**src/rtl/bundle_counter_if.sv**
```systemverilog
// Bundle counter port group: one beat-valid input stream plus bundled results.
// store_flag is a valid with no ready: the counter accepts a beat every cycle it is high.
interface bundle_counter_if #(
  parameter int W       = 30,
  parameter int CORENUM = 32,
  parameter int LANES   = 4
);
  logic                       store_flag;
  logic [CORENUM-1:0]         store;
  logic [CORENUM*LANES-1:0]   core_result;
  logic                       clear;
  logic [LANES-1:0]           sign_bits;
  logic                       busy;
  logic [W-1:0]               beat_cnt;
  logic [LANES-1:0]           sat;

  modport master (
    output store_flag, store, core_result, clear,
    input  sign_bits, busy, beat_cnt, sat
  );

  modport slave (
    input  store_flag, store, core_result, clear,
    output sign_bits, busy, beat_cnt, sat
  );
endinterface

```
**src/rtl/bundle_counter.sv**
```systemverilog
// Multi-lane majority-vote accumulator for hypervector bundling (3-stage pipeline).
// Define BUNDLE_COUNTER_SAT_EN to clamp accumulators instead of wrapping.
module bundle_counter #(
  parameter int W       = 30,
  parameter int CORENUM = 32,
  parameter int LANES   = 4,
  parameter int TIE_ONE = 0
) (
  input  logic             clk,
  input  logic             rst,
  bundle_counter_if.slave  bus
);
  localparam int SW = $clog2(CORENUM + 1) + 1;

  if (W < SW + 1) begin : g_width_check
    $error("bundle_counter: W must be at least SW+1");
  end
  if (CORENUM < 1 || CORENUM > 64) begin : g_core_check
    $error("bundle_counter: CORENUM must be in 1..64");
  end

  localparam logic signed [W-1:0] ACC_MAX = {1'b0, {(W-1){1'b1}}};
  localparam logic signed [W-1:0] ACC_MIN = {1'b1, {(W-1){1'b0}}};
  localparam logic [W-1:0]        CNT_ONE = {{(W-1){1'b0}}, 1'b1};

  logic signed [1:0]    sel_q   [LANES][CORENUM];
  logic                 v1_q;
  logic signed [SW-1:0] sum_c   [LANES];
  logic signed [SW-1:0] sum_q   [LANES];
  logic                 v2_q;
  logic signed [W-1:0]  acc_q   [LANES];
  logic signed [W-1:0]  addend  [LANES];
  logic signed [W-1:0]  acc_nxt [LANES];
  logic [LANES-1:0]     ovf_c;
  logic [LANES-1:0]     sat_q;
  logic [W-1:0]         cnt_q;

  // S1: per-core, per-lane vote in {-1, 0, +1}
  always_ff @(posedge clk or negedge rst) begin
    if (!rst) begin
      v1_q <= 1'b0;
      for (int l = 0; l < LANES; l++)
        for (int k = 0; k < CORENUM; k++)
          sel_q[l][k] <= 2'b00;
    end else begin
      v1_q <= bus.store_flag;
      for (int l = 0; l < LANES; l++)
        for (int k = 0; k < CORENUM; k++)
          if (bus.store_flag && bus.store[k])
            sel_q[l][k] <= bus.core_result[k*LANES + l] ? 2'b01 : 2'b11;
          else
            sel_q[l][k] <= 2'b00;
    end
  end

  // S2: lane sums; SW bits hold +/-CORENUM, so no overflow here
  always_comb begin
    for (int l = 0; l < LANES; l++) begin
      sum_c[l] = '0;
      for (int k = 0; k < CORENUM; k++)
        sum_c[l] = sum_c[l] + SW'(sel_q[l][k]);
    end
  end

  always_ff @(posedge clk or negedge rst) begin
    if (!rst) begin
      v2_q <= 1'b0;
      for (int l = 0; l < LANES; l++)
        sum_q[l] <= '0;
    end else begin
      v2_q <= v1_q;
      for (int l = 0; l < LANES; l++)
        sum_q[l] <= sum_c[l];
    end
  end

  // S3 next value: overflow is same-sign operands giving a different-sign result
  always_comb begin
    for (int l = 0; l < LANES; l++) begin
      addend[l]  = W'(sum_q[l]);
      acc_nxt[l] = acc_q[l] + addend[l];
      ovf_c[l]   = (acc_q[l][W-1] == addend[l][W-1]) &&
                   (acc_nxt[l][W-1] != acc_q[l][W-1]);
`ifdef BUNDLE_COUNTER_SAT_EN
      if (ovf_c[l])
        acc_nxt[l] = acc_q[l][W-1] ? ACC_MIN : ACC_MAX;
`endif
    end
  end

  // Clear only touches S3; beats still in S1/S2 land after it
  always_ff @(posedge clk or negedge rst) begin
    if (!rst) begin
      cnt_q <= '0;
      sat_q <= '0;
      for (int l = 0; l < LANES; l++)
        acc_q[l] <= '0;
    end else if (bus.clear) begin
      sat_q <= '0;
      if (v2_q) begin
        cnt_q <= CNT_ONE;
        for (int l = 0; l < LANES; l++)
          acc_q[l] <= W'(sum_q[l]);
      end else begin
        cnt_q <= '0;
        for (int l = 0; l < LANES; l++)
          acc_q[l] <= '0;
      end
    end else if (v2_q) begin
      sat_q <= sat_q | ovf_c;
      if (cnt_q != '1)
        cnt_q <= cnt_q + CNT_ONE;
      for (int l = 0; l < LANES; l++)
        acc_q[l] <= acc_nxt[l];
    end
  end

  always_comb begin
    for (int l = 0; l < LANES; l++) begin
      if (acc_q[l][W-1])
        bus.sign_bits[l] = 1'b1;
      else if (acc_q[l] == '0)
        bus.sign_bits[l] = 1'(TIE_ONE);
      else
        bus.sign_bits[l] = 1'b0;
    end
  end

  assign bus.busy     = v1_q | v2_q | bus.store_flag;
  assign bus.beat_cnt = cnt_q;
  assign bus.sat      = sat_q;
endmodule

```
**src/flat_wrapper.sv**
```systemverilog
// flat-port wrapper written by rule: the top's interface ports become plain ports
module bundle_counter_flat 
#(
  parameter int W       = 30,
  parameter int CORENUM = 32,
  parameter int LANES   = 4,
  parameter int TIE_ONE = 0
)
  (clk, rst, bus_store_flag, bus_store, bus_core_result, bus_clear, bus_sign_bits, bus_busy, bus_beat_cnt, bus_sat);
  bundle_counter_if #(.W(W), .CORENUM(CORENUM), .LANES(LANES)) bus_i ();
  input  logic clk;
  input  logic rst;
  input wire logic [$bits(bus_i.store_flag)-1:0] bus_store_flag;
  input wire logic [$bits(bus_i.store)-1:0] bus_store;
  input wire logic [$bits(bus_i.core_result)-1:0] bus_core_result;
  input wire logic [$bits(bus_i.clear)-1:0] bus_clear;
  output wire logic [$bits(bus_i.sign_bits)-1:0] bus_sign_bits;
  output wire logic [$bits(bus_i.busy)-1:0] bus_busy;
  output wire logic [$bits(bus_i.beat_cnt)-1:0] bus_beat_cnt;
  output wire logic [$bits(bus_i.sat)-1:0] bus_sat;
  assign bus_i.store_flag = bus_store_flag;
  assign bus_i.store = bus_store;
  assign bus_i.core_result = bus_core_result;
  assign bus_i.clear = bus_clear;
  assign bus_sign_bits = bus_i.sign_bits;
  assign bus_busy = bus_i.busy;
  assign bus_beat_cnt = bus_i.beat_cnt;
  assign bus_sat = bus_i.sat;
  bundle_counter #(.W(W), .CORENUM(CORENUM), .LANES(LANES), .TIE_ONE(TIE_ONE)) u_core (.clk(clk), .rst(rst), .bus(bus_i));
endmodule
```
**config.mk**
```make
export PLATFORM = sky130hd
export DESIGN_NAME = bundle_counter_flat
export DESIGN_NICKNAME = d
export VERILOG_FILES = /design/src/rtl/bundle_counter_if.sv /design/src/rtl/bundle_counter.sv /design/src/flat_wrapper.sv
export SDC_FILE = /design/constraint.sdc
export NUM_CORES = 1
export LEC_CHECK = 0
export CORE_MARGIN = 2
export CORE_UTILIZATION = 65
export CTS_CLUSTER_DIAMETER = 40
export DETAILED_ROUTE_END_ITERATION = 12
export HOLD_SLACK_MARGIN = 0.05
export PLACE_DENSITY = 0.88
export SLEW_MARGIN = 15
export SYNTH_ARGS = -nofsm -noshare
export SYNTH_HDL_FRONTEND = slang
export SYNTH_SLANG_ARGS = --single-unit
```
**constraint.sdc**
```tcl
create_clock -name clk -period 11.7 [get_ports clk]
set_input_delay 1.755 -clock clk [delete_from_list [all_inputs] [get_ports clk]]
set_output_delay 1.755 -clock clk [all_outputs]
set_load 0.005 [all_outputs]
```
==> summary.txt <==
Status
  – Status: finished clean

STA
  – Max_slew headroom: 0.207
  – Total setup violations reported at the end of the flow: 0
  – Pins Over Slew Limit: 0
  – Period minus WS final: 7500 ps
  – Final TNS setup: 0 ps
  – Highest clock rate: 133 MHz
  – Worst-margin pin slew: 1190 ps
  – Unrepaired setup endpoints after global routing: no
  – Hold Violations, Final: 0
  – Clock skew: 30.4 ps
  – Fin crit share: 0.641

Global routing
  – Initial antenna violation count: 0
  – All-Layer GR Usage: 0.311
  – Largest net degree at the start of global routing: 132
  – Vias in the first global route: 20.9k
  – Global route total overflow: 0
  – First-pass GRT wire length: 103 mm

Synth
  – Mapped cell area: 26300 µm²
  – Main combinational cell family by area after synthesis: adder cells
  – Most instantiated library cell after synthesis: inv_1
  – Syn Nets: 3177
  – Number of synthesized register bits: 341
  – Sequential fraction of the synthesis area: 0.325
  – Synth warn: 0
  – Post-synthesis adder-cell area fraction: 0.317
  – Top FF cell, synth: dfrtp_1
  – Syn avg cell area: 10.4 µm²
  – Synth cell types: 93
  – Post-synth top area share: 0.325
  – Post-synthesis mux area share: 0.0194
  – Area contributors post-synth: dfrtp_1, fa_1, ha_1
  – Post-Syn Instances: 2528
  – XOR/XNOR Fraction of Synth Area: 0.0591
  – Asr flop ratio synth: 1.00
  – Commonest cells in the netlist: inv_1, dfrtp_1, fa_1, nor2_1, ha_1
  – Area leader, netlist: dfrtp_1
  – Post-Synth Simple-Gate Area: 0.0928
  – Synth Area in Compound Gates: 0.126
  – Number of flops mapped to enable cells by yosys: 0

Worst setup path
  – Cells on worst reg2reg path: 23
  – Crit path capture type: flop
  – Startpoint types: flop
  – R2R Path Start: u_core.sel_q[251]$_DFF_PN0_
  – Reg2Reg Setup Slack: 4200 ps
  – Critical Setup Path Class: reg2reg
  – Worst path required time: 12180 ps
  – WP data arrival: 7970 ps
  – R2r endpoint: u_core.addend[96]$_DFF_PN0_
  – Max Fanout on Critical Path: 3

Routing
  – Via-to-Cell Ratio: 5.80
  – Starting DRC count in detailed routing: 1224
  – DR pass1 iterations: 6
  – DR vias: 19.2k
  – Antenna-violating nets left: 0
  – Final WL: 62.4 mm
  – Drc violations: 0
  – DR WL/cell: 18.9 µm

Worst hold path
  – Hold path cells: 0
  – Kind of path behind the tightest hold check: reg2reg
  – Hold Crit Endpoint: u_core.v2_q$_DFF_PN0_
  – HP Start: u_core.v1_q$_DFF_PN0_

Floorplanning
  – Cell row count: 73
  – I/O Pins: 203
  – Die ar.: 42000 µm²
  – Core area: 39800 µm²
  – Die H: 205 µm
  – Initial Utilization: 0.659
  – Die Wd: 205 µm

Clock tree
  – CTS H-Tree Depth: 2
  – CTS buffer count: 49
  – # hold bufs at CTS: 0
  – CTS Sinks: 341
  – Clock Pin Slew Worst Setup and Hold Paths: 60 ps
  – Post-CTS setup buffer count: 0
  – CTS Buffer Depth: 3
  – Post-CTS Resized: 0
  – CTS tree: built
  – CTS root buffer: clkbuf_16
  – Clock latency on the worst-skew pair: 600 ps

Final layout
  – Final nets: 3386
  – Fraction of layout cells with a size suffix above 1: 0.0573
  – Area Growth Syn to Fin: 16.5%
  – Diodes inserted: 0

Place
  – Routability cong.: 0.915
  – Buffers on Ports: 202
  – DPL Wire Length: 46.6 mm

Run
  – Max-capacitance violation count: 0
-- cell families after synthesis --
group,count (synthesis)
buf+inv,424
flops,341
fa+ha+maj,485
mux,51
xor+xnor,177
compound gates,508
simple gates,542
-- layout make-up --
cell class	count	area, µm²
fillers	2470	9250
flip-flops and latches	341	8540
multi-input cells	1763	16100
clock inverters	33	449
well taps	525	657
clock buffers	56	1320
inverters	369	1390
repair buffers	213	2110
-- worst max path at each step --
stage                                      from                          end  cells after the start
floorplan           u_core.sel_q[123]$_DFF_PN0_  u_core.addend[36]$_DFF_PN0_                     22
global placement    u_core.sel_q[250]$_DFF_PN0_  u_core.addend[36]$_DFF_PN0_                     22
detailed placement  u_core.sel_q[250]$_DFF_PN0_  u_core.addend[36]$_DFF_PN0_                     22
CTS                 u_core.sel_q[251]$_DFF_PN0_  u_core.addend[96]$_DFF_PN0_                     23
global route        u_core.sel_q[250]$_DFF_PN0_  u_core.addend[36]$_DFF_PN0_                     22
finish              u_core.sel_q[251]$_DFF_PN0_  u_core.addend[96]$_DFF_PN0_                     23
-- layer usage --
metal | routed length, µm | global-route usage | vias to the layer above
met5 | 0 | 0 | -
li1 | - | - | 8715
met2 | 32700 | 0.555 | 611
met4 | 3490 | 0.160 | 0
met3 | 2850 | 0.0479 | 203
met1 | 23400 | 0.363 | 9624
-- flip-flops by register name, indices dropped and copies added, names as in the netlist --
name,cells
u_core.acc_q,120
u_core.addend,25
u_core.bus.beat_cnt,30
u_core.bus.sat,4
u_core.sel_q,160
u_core.v1_q,1
u_core.v2_q,1
-- critical path, cell delays in order (launching register included) --
cell     delay [ps]
dfrtp_1         390
fa_1            600
ha_1            170
inv_1            90
fa_1            540
inv_1            80
fa_1            490
inv_1            60
fa_1            500
fa_1            570
fa_1            440
fa_1            520
fa_1            430
fa_1            490
inv_1            50
fa_1            510
ha_1            170
inv_1            70
fa_1            460
inv_1           100
a21o_1          140
a21oi_1         100
xnor2_1         150
xnor2_1         230
-- metrics by stage --
| step | area (µm²) | utilization | std cells | hold slack [ps] | setup WS, ps |
|---|---|---|---|---|---|
| 3_3_place_gp | 28800 | 0.723 | 3211 | 354 | 4510 |
| 6_report | 30600 | 0.768 | 3300 | 375 | 4200 |
| 3_5_place_dp | 28800 | 0.723 | 3211 | 360 | 4280 |
| 4_1_cts | 30600 | 0.768 | 3300 | 373 | 4250 |
| 2_1_floorplan | 26300 | - | 2528 | 346 | 4730 |
| 5_1_grt | 30600 | 0.768 | 3300 | 386 | 3990 |
-- layout by cell type (no fill, tap or decap), types with 40 or more instances in the layout --
master / n
dfrtp_1: 339
xor2_1: 69
nand2_1: 139
o21ai_0: 150
inv_1: 367
nor2_1: 233
a21o_1: 40
a21oi_1: 152
clkdlybuf4s50_1: 200
ha_1: 186
clkbuf_16: 50
mux2i_1: 51
xnor2_1: 108
fa_1: 299
Power is not shown: default switching activity piles up to over one toggle a cycle in this logic, so the estimate is an artifact.
